--- config.mk ---
export PLATFORM = sky130hd
export DESIGN_NAME = sev_seg_scan
export DESIGN_NICKNAME = d
export VERILOG_FILES = /design/src/rtl/sev_seg_pkg.sv /design/src/rtl/sev_seg_decode.sv /design/src/rtl/sev_seg_scan.sv
export SDC_FILE = /design/constraint.sdc
export NUM_CORES = 1
export LEC_CHECK = 0
export BUFFER_PORTS_ARGS = -buffer_cell sky130_fd_sc_hd__buf_2
export CAP_MARGIN = 5
export CORE_MARGIN = 4
export CORE_UTILIZATION = 60
export CTS_CLUSTER_DIAMETER = 150
export DETAILED_ROUTE_END_ITERATION = 16
export PLACE_DENSITY = 0.95
export SKIP_CTS_REPAIR_TIMING = 1
export SYNTH_ARGS = -nofsm -noshare
export SYNTH_HDL_FRONTEND = slang
export SYNTH_SLANG_ARGS = --single-unit
export TNS_END_PERCENT = 30
--- constraint.sdc ---
create_clock -name clk -period 5.1 [get_ports clk]
set_input_delay 1.02 -clock clk [delete_from_list [all_inputs] [get_ports clk]]
set_output_delay 1.02 -clock clk [all_outputs]
set_load 0.005 [all_outputs]
--- src/rtl/sev_seg_pkg.sv ---
// Shared definitions for the seven-segment scan driver: segment width,
// active-low glyph table and the nibble-to-glyph decode function.
package sev_seg_pkg;

  localparam int SEG_W = 7;

  // All cathodes high: every segment dark.
  localparam logic [SEG_W-1:0] SEG_OFF = 7'b1111111;

  // Glyphs ordered {CA,CB,CC,CD,CE,CF,CG}, active-low.
  localparam logic [SEG_W-1:0] GLYPH [0:15] = '{
    7'b0000001, 7'b1001111, 7'b0010010, 7'b0000110,
    7'b1001100, 7'b0100100, 7'b0100000, 7'b0001111,
    7'b0000000, 7'b0000100, 7'b0001000, 7'b1100000,
    7'b0110001, 7'b1000010, 7'b0110000, 7'b0111000
  };

  // Decimal-only mode shows nothing for 10..15 rather than a hex letter.
  function automatic logic [SEG_W-1:0] seg_decode(input logic [3:0] nibble,
                                                  input logic       hex_mode);
    logic [SEG_W-1:0] seg;
    if (!hex_mode && (nibble > 4'd9)) begin
      seg = SEG_OFF;
    end else begin
      seg = GLYPH[nibble];
    end
    return seg;
  endfunction

endpackage

--- src/rtl/sev_seg_decode.sv ---
// Single-digit nibble decoder; purely combinational wrapper of seg_decode.
module sev_seg_decode
  import sev_seg_pkg::*;
(
  input  logic [3:0]       nibble_i,
  input  logic             hex_mode_i,
  output logic [SEG_W-1:0] seg_o
);

  assign seg_o = seg_decode(nibble_i, hex_mode_i);

endmodule

--- src/rtl/sev_seg_scan.sv ---
// Time-multiplexed common-anode seven-segment scanner with anode dead time,
// per-digit blank and decimal point, leading-zero blanking and frame strobe.
module sev_seg_scan
  import sev_seg_pkg::*;
#(
  parameter int N_DIGITS    = 4,
  parameter int REFRESH_DIV = 100000,
  parameter int DEAD_CYCLES = 16,
  parameter int HEX_MODE    = 1,
  parameter int LZ_BLANK    = 0
) (
  input  logic                  clk,
  input  logic                  rst,
  input  logic                  EN,
  input  logic                  LOAD,
  input  logic [4*N_DIGITS-1:0] DATA,
  input  logic [N_DIGITS-1:0]   DP,
  input  logic [N_DIGITS-1:0]   BLANK,
  output logic                  CA,
  output logic                  CB,
  output logic                  CC,
  output logic                  CD,
  output logic                  CE,
  output logic                  CF,
  output logic                  CG,
  output logic                  DPO,
  output logic [N_DIGITS-1:0]   AN,
  output logic                  FRAME
);

  localparam int CNT_W = (REFRESH_DIV > 1) ? $clog2(REFRESH_DIV) : 1;
  localparam int IDX_W = (N_DIGITS > 1) ? $clog2(N_DIGITS) : 1;
  localparam logic [CNT_W-1:0] CNT_LAST = CNT_W'(REFRESH_DIV - 1);
  localparam logic [CNT_W-1:0] CNT_DEAD = CNT_W'(DEAD_CYCLES);
  localparam logic [IDX_W-1:0] IDX_LAST = IDX_W'(N_DIGITS - 1);

  // Scan state
  logic [CNT_W-1:0] cnt_q, cnt_d;
  logic [IDX_W-1:0] idx_q, idx_d;
  logic             wrap_q, wrap_d;

  // Shadow copies of the display request
  logic [4*N_DIGITS-1:0] data_q;
  logic [N_DIGITS-1:0]   dp_q;
  logic [N_DIGITS-1:0]   blank_q;

  // Registered pin drivers
  logic [N_DIGITS-1:0] an_q, an_d;
  logic [SEG_W-1:0]    seg_q, seg_d;
  logic                dpo_q, dpo_d;
  logic                frame_q, frame_d;

  // Current-digit decode
  logic [3:0]          cur_nib;
  logic [SEG_W-1:0]    glyph;
  logic [N_DIGITS-1:0] upper_zero;
  logic                dark;

  assign cur_nib = data_q[{idx_q, 2'b00} +: 4];

  sev_seg_decode u_dec (
    .nibble_i   (cur_nib),
    .hex_mode_i (HEX_MODE != 0),
    .seg_o      (glyph)
  );

  // upper_zero[i]: nibble i and every more significant nibble are zero.
  always_comb begin
    logic run;
    run        = 1'b1;
    upper_zero = '0;
    for (int i = N_DIGITS - 1; i >= 0; i--) begin
      run           = run & (data_q[4*i +: 4] == 4'd0);
      upper_zero[i] = run;
    end
  end

  // Digit 0 is exempt from leading-zero blanking so a zero value still shows "0".
  assign dark = blank_q[idx_q] |
                ((LZ_BLANK != 0) && (idx_q != '0) && upper_zero[idx_q]);

  // Slot counter and digit index advance; disabled scanning parks at digit 0.
  always_comb begin
    cnt_d  = cnt_q;
    idx_d  = idx_q;
    wrap_d = 1'b0;
    if (!EN) begin
      cnt_d = '0;
      idx_d = '0;
    end else if (cnt_q == CNT_LAST) begin
      cnt_d = '0;
      if (idx_q == IDX_LAST) begin
        idx_d  = '0;
        wrap_d = 1'b1;
      end else begin
        idx_d = idx_q + 1'b1;
      end
    end else begin
      cnt_d = cnt_q + 1'b1;
    end
  end

  // Pin values derived from the current scan state, so anodes and cathodes move together.
  always_comb begin
    an_d    = '1;
    seg_d   = SEG_OFF;
    dpo_d   = 1'b1;
    frame_d = 1'b0;
    if (EN) begin
      frame_d = wrap_q;
      if (cnt_q >= CNT_DEAD) begin
        an_d[idx_q] = 1'b0;
        if (!dark) begin
          seg_d = glyph;
          dpo_d = ~dp_q[idx_q];
        end
      end
    end
  end

  // State, shadow and output registers with synchronous reset.
  always_ff @(posedge clk) begin
    if (rst) begin
      cnt_q   <= '0;
      idx_q   <= '0;
      wrap_q  <= 1'b0;
      data_q  <= '0;
      dp_q    <= '0;
      blank_q <= '0;
      an_q    <= '1;
      seg_q   <= SEG_OFF;
      dpo_q   <= 1'b1;
      frame_q <= 1'b0;
    end else begin
      cnt_q   <= cnt_d;
      idx_q   <= idx_d;
      wrap_q  <= wrap_d;
      if (LOAD) begin
        data_q  <= DATA;
        dp_q    <= DP;
        blank_q <= BLANK;
      end
      an_q    <= an_d;
      seg_q   <= seg_d;
      dpo_q   <= dpo_d;
      frame_q <= frame_d;
    end
  end

  assign {CA, CB, CC, CD, CE, CF, CG} = seg_q;
  assign DPO   = dpo_q;
  assign AN    = an_q;
  assign FRAME = frame_q;

endmodule
* Word level (Yosys, flattened, before mapping) *
Memory sizes are Yosys's and may differ from the RTL's. A register that Yosys moved wholly into a read port is not among the register bits.
Index checks and enable logic that the tools add are counted.

storage, ports and cells
  output and inout bits = 13
  flip-flop bits (word level) = 50
  memory bits (read-only) = 112
  memories kept = 1
  word-level logic and storage cells = 38
  input bits = 28

cells by class
  magnitude comparators = 3
  bitwise operators = 6
  reductions and logical operators = 6
  equal/unequal tests = 2
  shift operators = 1
  add/sub/neg operators = 2
  mux-type cells = 8

memory list
  name             words  width  rd ports  clocked after Yosys merged registers in  wr ports  line               source
  (no name shown)  16     7      1         1                                        0         sev_seg_pkg.sv:25  seg = GLYPH[nibble];

operators with widths
  cell                   number
  $add 17x1->17 const B  1
  $eq 17x17->1 const B   1
  $ge 17x5->1 const B    1
  $shiftx 16x5->4        1
  $reduce_or 3->1        3
  $not 4->5              1
  $bmux 1 s2             2
  $mux 1                 4
  $not 1->1              4
  $not 4->4              1
  $reduce_or 4->1        1
  $lt 2x3->1 const B     1
  $add 2x1->2 const B    1
  $demux 1 s2            1
  $eq 2x2->1 const B     1
  $ge 2x1->1 const B     1
  $mux 2                 1
  $reduce_or 2->1        1
  $logic_and 1x1->1      1

* Depth between registers and ports, before layout *
  depth after elaboration = 5
  gate-level depth with buffers = 7
  gate-level depth less buffers = 6

* Hierarchy *
A second synthesis with hierarchy kept.

second synthesis, totals
  cells, all modules = 269
  area, all modules = 2671.3 um^2

by module, submodules not included
  module          cells each  times used  sequential area each (um^2)  area an instance (um^2)
  sev_seg_scan    227         1           1141.1                       2361.0
  sev_seg_decode  42          1           0.0                          310.3

* Worst setup path after synthesis *
OpenSTA, ideal clock, no wires.

  path kind = reg-to-reg
  from = register idx_q[0]
  to = register seg_q[6]
  buffers on the path = 1
  setup time = 137 ps
  data arrival time = 2041 ps
  setup slack = 2922 ps
  cell stages (with the launch flop) = 7
  required time = 4963 ps
  clock period less this slack = 2178 ps
  cells stage by stage = dfxtp_1 buf_2 mux4_2 ha_1 or3_1 a21oi_1 o31ai_1

on the way
  longest elaborated chain between the ends = 3
  elaborated cells between the ends (all ways) = 5
  classes of those cells = shift (1); mux (2); bitwise (1); reduce/logical (1)

ends and longest elaborated chain
  item                                                     line                 source
  start, declared                                          sev_seg_scan.sv:39   logic [IDX_W-1:0] idx_q, idx_d;
  start signal, assigned                                   sev_seg_scan.sv:136  idx_q <= idx_d;
  branches (longest 3 deep; another with $shiftx 16x5->4)  --
  end, declared                                            sev_seg_scan.sv:49   logic [SEG_W-1:0] seg_q, seg_d;

Parallel ways; which one is timed is not known. The select of a mux whose other input is x is not followed.
A chain may end at the register's enable or synchronous reset.

* Final worst setup path *
Ends and elaborated chain as after synthesis.

==> run summary <==
The run finished with clean final reports. Share of the clock period used by the worst path after layout: 47.87%. The post-route worst setup slack was 2659 ps.

Counting both buffers and inverters, the worst setup path holds a total of 0. The cell type of the slowest stage on the worst timing path was sky130_fd_sc_hd__dfxtp_1. Dividing the detail-routed wire length by the instance count gives 14.83 µm. The share of Yosys cell area claimed by the top area cell type is 43.47%. The worst-margin pin slew works out to 768.2 ps. Max-capacitance violation count: 0.

The fraction of synthesis flops using an asynchronous set or reset pin is 0%. The via count of the first global-routing pass was 1918. The mean area per synthesized cell is 9.832 µm², and the distinct cell type count after synthesis is 39. Synthesis handed over a netlist of 267 instances.

The static leakage power is 1.218 nW, and the number of enable flip-flop cells after synthesis is 0. Counting cells, the worst reg-to-reg path comes to 5. For the total vias in the final route, the log shows 2016.

Cells with a size suffix above 1 make up 22.58% of the layout. Registers take 1141 µm². The switching share of total power works out to 23.73%. The shortest clock period the worst path allows after layout is 2441 ps, and the maximum achievable frequency is 0.4096 GHz. Global routing used 21.77% of the available tracks.

The power per standard cell area was 300.8 nW/µm². The critical path ends at seg_q[6]. Counting tap cells, the placed design contains a total of 344 instances.

Once the floorplan was initialized, standard cells occupied 63.79% of the core. Traced cell by cell, the critical path runs through mux4_2 > ha_1 > or3_1 > a21oi_1 > o31ai_1. OpenSTA, run right after detailed placement, puts the worst setup slack at 2680 ps. For the remaining design rule violation count, the log shows 0.

Summing all multi-input logic gate instances after layout gives 1394 µm². Combinational logic is responsible for 7.5% of the overall power. Startpoint of the lowest-slack register-to-register path: idx_q[0]. The run gives 8907 µm as the wire length of the first global-routing pass. Measured along the y axis, the die boundary spans 74.15 µm. The internal portion of the total power is 0.6903 mW. For this run, the leading register cell type out of synthesis is sky130_fd_sc_hd__dfxtp_1. The first detailed-routing pass ran for 4 iterations. The path class of the tightest hold or removal check is register to register.

In this run the number of H-tree levels came out at 3. The worst-case IR drop observed on VDD is 238.2 µV. The number of antenna diodes in the final layout is 0.

Entering global routing, the biggest net connects 27 pins. Of the synthesized area, sequential elements account for 43.47%. Setup repair after global routing left no endpoint under its margin.

The number of I/O port buffers works out to 40. The HPWL after detailed placement is 3845 µm. In this run, CTS created clock tree buffers numbering 9. Summed over all layers, the routed wires come to 5338 µm. The max-slew violation count was 0. For flop-to-flop paths, the worst setup slack is 2660 ps. Using the TritonRoute via totals, the vias-per-cell ratio works out to 5.600. The routability congestion estimate from global placement came out at 0.8894. The kind of cell with the highest combined delay along the critical path is flip-flops.

Global routing finished with a remaining overflow of 0. Startpoint-to-endpoint class of the critical path: register to register. The synthesis-stage register bit count is 57, and the initial antenna violation count is 0.

After the first detailed-routing iteration, the DRC count stood at 101. Clock skew on the completed layout was measured at 5.890 ps. The netlist area before placement is 2625 µm².

For this design, the sink count on the clock tree is 57. Smallest hold slack: 426.2 ps. Adding up every negative setup slack in the final design gives 0 ps. Once detail routing completed, the nets flagged for antenna violations numbered 0.

The die is 74.15 µm wide. The tools report the critical path startpoint as idx_q[0]. Number of nets at the end of the flow: 345. CTS placed an instance of sky130_fd_sc_hd__clkbuf_8 at the clock tree root. In this run the critical register-to-register path is captured at seg_q[6]. The worst-path maximum fanout was 14.

The cell taking the most area after synthesis was sky130_fd_sc_hd__dfxtp_1. The sequential group share of total power is 51.6%. The number of cells on the critical path was 5.

Yosys printed 0 warnings. The arrival time of the worst setup path was 2640 ps. The normalized max-slew margin was 47.32%; the net load switching power was 0.2147 mW. The core region is 4115 µm². The floorplan step defined a die boundary enclosing 5497 µm². The run gives 41.0% as the clock share of power. The worst setup path is launched from a register. On the worst path, the slowest cell contributes a delay of 740 ps. Clock network latency to the later pin of the worst-skew pair: 340 ps. In this run the count of I/O pins placed on the die edge is 41. The run gives 5300 ps as the endpoint required time on the critical path. The worst setup path is captured at a register. The tools report the hold violation count in the final report as 0. Once layout is complete, the cells apart from fillers number 360.

The design draws 0.9050 mW. The count of filler cells inserted in the layout was 293. Compared with the post-synthesis result, the final layout area differs by 14.63%. Setup violations remaining at the end of the flow were counted as 0. Clock-pin slew was measured on the worst setup and hold paths at 60 ps. The clock passes through at most 2 buffers. TritonCTS built the clock tree.

The standard-cell row count was 23; the synthesized net count was 307. By area the synthesized netlist is led by sky130_fd_sc_hd__dfxtp_1, sky130_fd_sc_hd__mux2i_1, sky130_fd_sc_hd__nor2_1.
## registers in the layout (all words and copies together), names as in the netlist
signal,flops
AN,4
DPO,1
FRAME,1
blank_q,4
cnt_q,17
data_q,16
dp_q,4
idx_q,2
seg_q,7
wrap_q,1
## how the worst min path moves through the flow
stage	startpoint	endpoint	slack, ps	cells past startpoint
4_1_cts	wrap_q	FRAME	430	1
5_1_grt	wrap_q	FRAME	480	1
6_report	wrap_q	FRAME	430	1
3_3_place_gp	wrap_q	FRAME	410	1
2_1_floorplan	wrap_q	FRAME	410	1
3_5_place_dp	wrap_q	FRAME	410	1
## Yosys cell counts (2+ instances only)
master,number
sky130_fd_sc_hd__nor4_1,3
sky130_fd_sc_hd__buf_1,3
sky130_fd_sc_hd__nand3b_1,2
sky130_fd_sc_hd__and2_1,2
sky130_fd_sc_hd__nor3_1,3
sky130_fd_sc_hd__mux2_2,3
sky130_fd_sc_hd__or3_1,6
sky130_fd_sc_hd__inv_1,10
sky130_fd_sc_hd__o311ai_0,3
sky130_fd_sc_hd__or4_1,2
sky130_fd_sc_hd__nand2_1,11
sky130_fd_sc_hd__nand4_1,6
sky130_fd_sc_hd__xnor2_1,4
sky130_fd_sc_hd__mux2i_1,30
sky130_fd_sc_hd__and3_1,3
sky130_fd_sc_hd__buf_2,3
sky130_fd_sc_hd__nand3_1,10
sky130_fd_sc_hd__o221ai_1,2
sky130_fd_sc_hd__a21oi_1,8
sky130_fd_sc_hd__xor2_1,11
sky130_fd_sc_hd__ha_1,12
sky130_fd_sc_hd__o21ai_0,5
sky130_fd_sc_hd__o31ai_1,2
sky130_fd_sc_hd__nor2_1,41
sky130_fd_sc_hd__clkbuf_1,7
sky130_fd_sc_hd__mux4_2,6
sky130_fd_sc_hd__dfxtp_1,57
## per-layer routing
metal	vias to the layer above	routed length, µm	track usage, %
met2	69	2299	30.91
li1	1007	-	-
met3	11	436	5.676
met4	0	130	12.07
met5	-	0	0
met1	929	2473	30.06
## through the flow
step	cell area, µm²	util (%)
global placement	2835	68.90
floorplan	2625	-
detailed placement	2835	68.90
finish	3009	73.12
CTS	3009	73.12
global route	3009	73.12
## worst reg2reg max path, stage by stage, from the launching register on
cell and delay (ps):
sky130_fd_sc_hd__dfxtp_1 740, sky130_fd_sc_hd__mux4_2 660, sky130_fd_sc_hd__ha_1 280, sky130_fd_sc_hd__or3_1 400
sky130_fd_sc_hd__a21oi_1 140, sky130_fd_sc_hd__o31ai_1 90
## final cells by class
cell class / instances / area share, %
Multi-Input combinational cell: 187 / 46.32
Clock buffer: 13 / 5.281
Timing Repair Buffer: 40 / 6.653
Tap cell: 50 / 2.079
Inverter: 10 / 1.247
Sequential cell: 57 / 37.92
Clock inverter: 3 / 0.4990
## placed cells by master (no fill, tap or decap), drive strengths merged, types with 7 or more instances in the layout
cell type | netlist | layout
dfxtp | 57 | 57
nor2 | 41 | 41
buf | 6 | 40
mux2i | 30 | 30
clkbuf | 7 | 13
ha | 12 | 12
nand2 | 11 | 11
xor2 | 11 | 11
inv | 10 | 10
nand3 | 10 | 10
a21oi | 8 | 8
or3 | 7 | 7
## logic make-up (layout without fill, tap and decap cells)
logic type | count (synthesis) | in the layout | synth area share (%)
AND/OR/NAND/NOR | 98 | 98 | 18.83
flip-flops | 57 | 57 | 43.47
multiplexers | 39 | 39 | 17.87
AO/OA/AOI/OAI | 23 | 23 | 5.672
buffers and inverters | 23 | 66 | 3.432
XOR/XNOR | 15 | 15 | 5.005
adder cells (fa/ha/maj) | 12 | 12 | 5.720
## power by group through the flow
stage / clock network (mW) / registers, mW / logic (mW)
after floorplan: 0 / 0.473 / 0.0483
after global placement: 0 / 0.476 / 0.0639
after detailed placement: 0 / 0.476 / 0.0666
after CTS: 0.374 / 0.467 / 0.0669
after global routing: 0.400 / 0.468 / 0.0748
final: 0.371 / 0.467 / 0.0676
No activity file was read; power rests on OpenSTA's default activity.
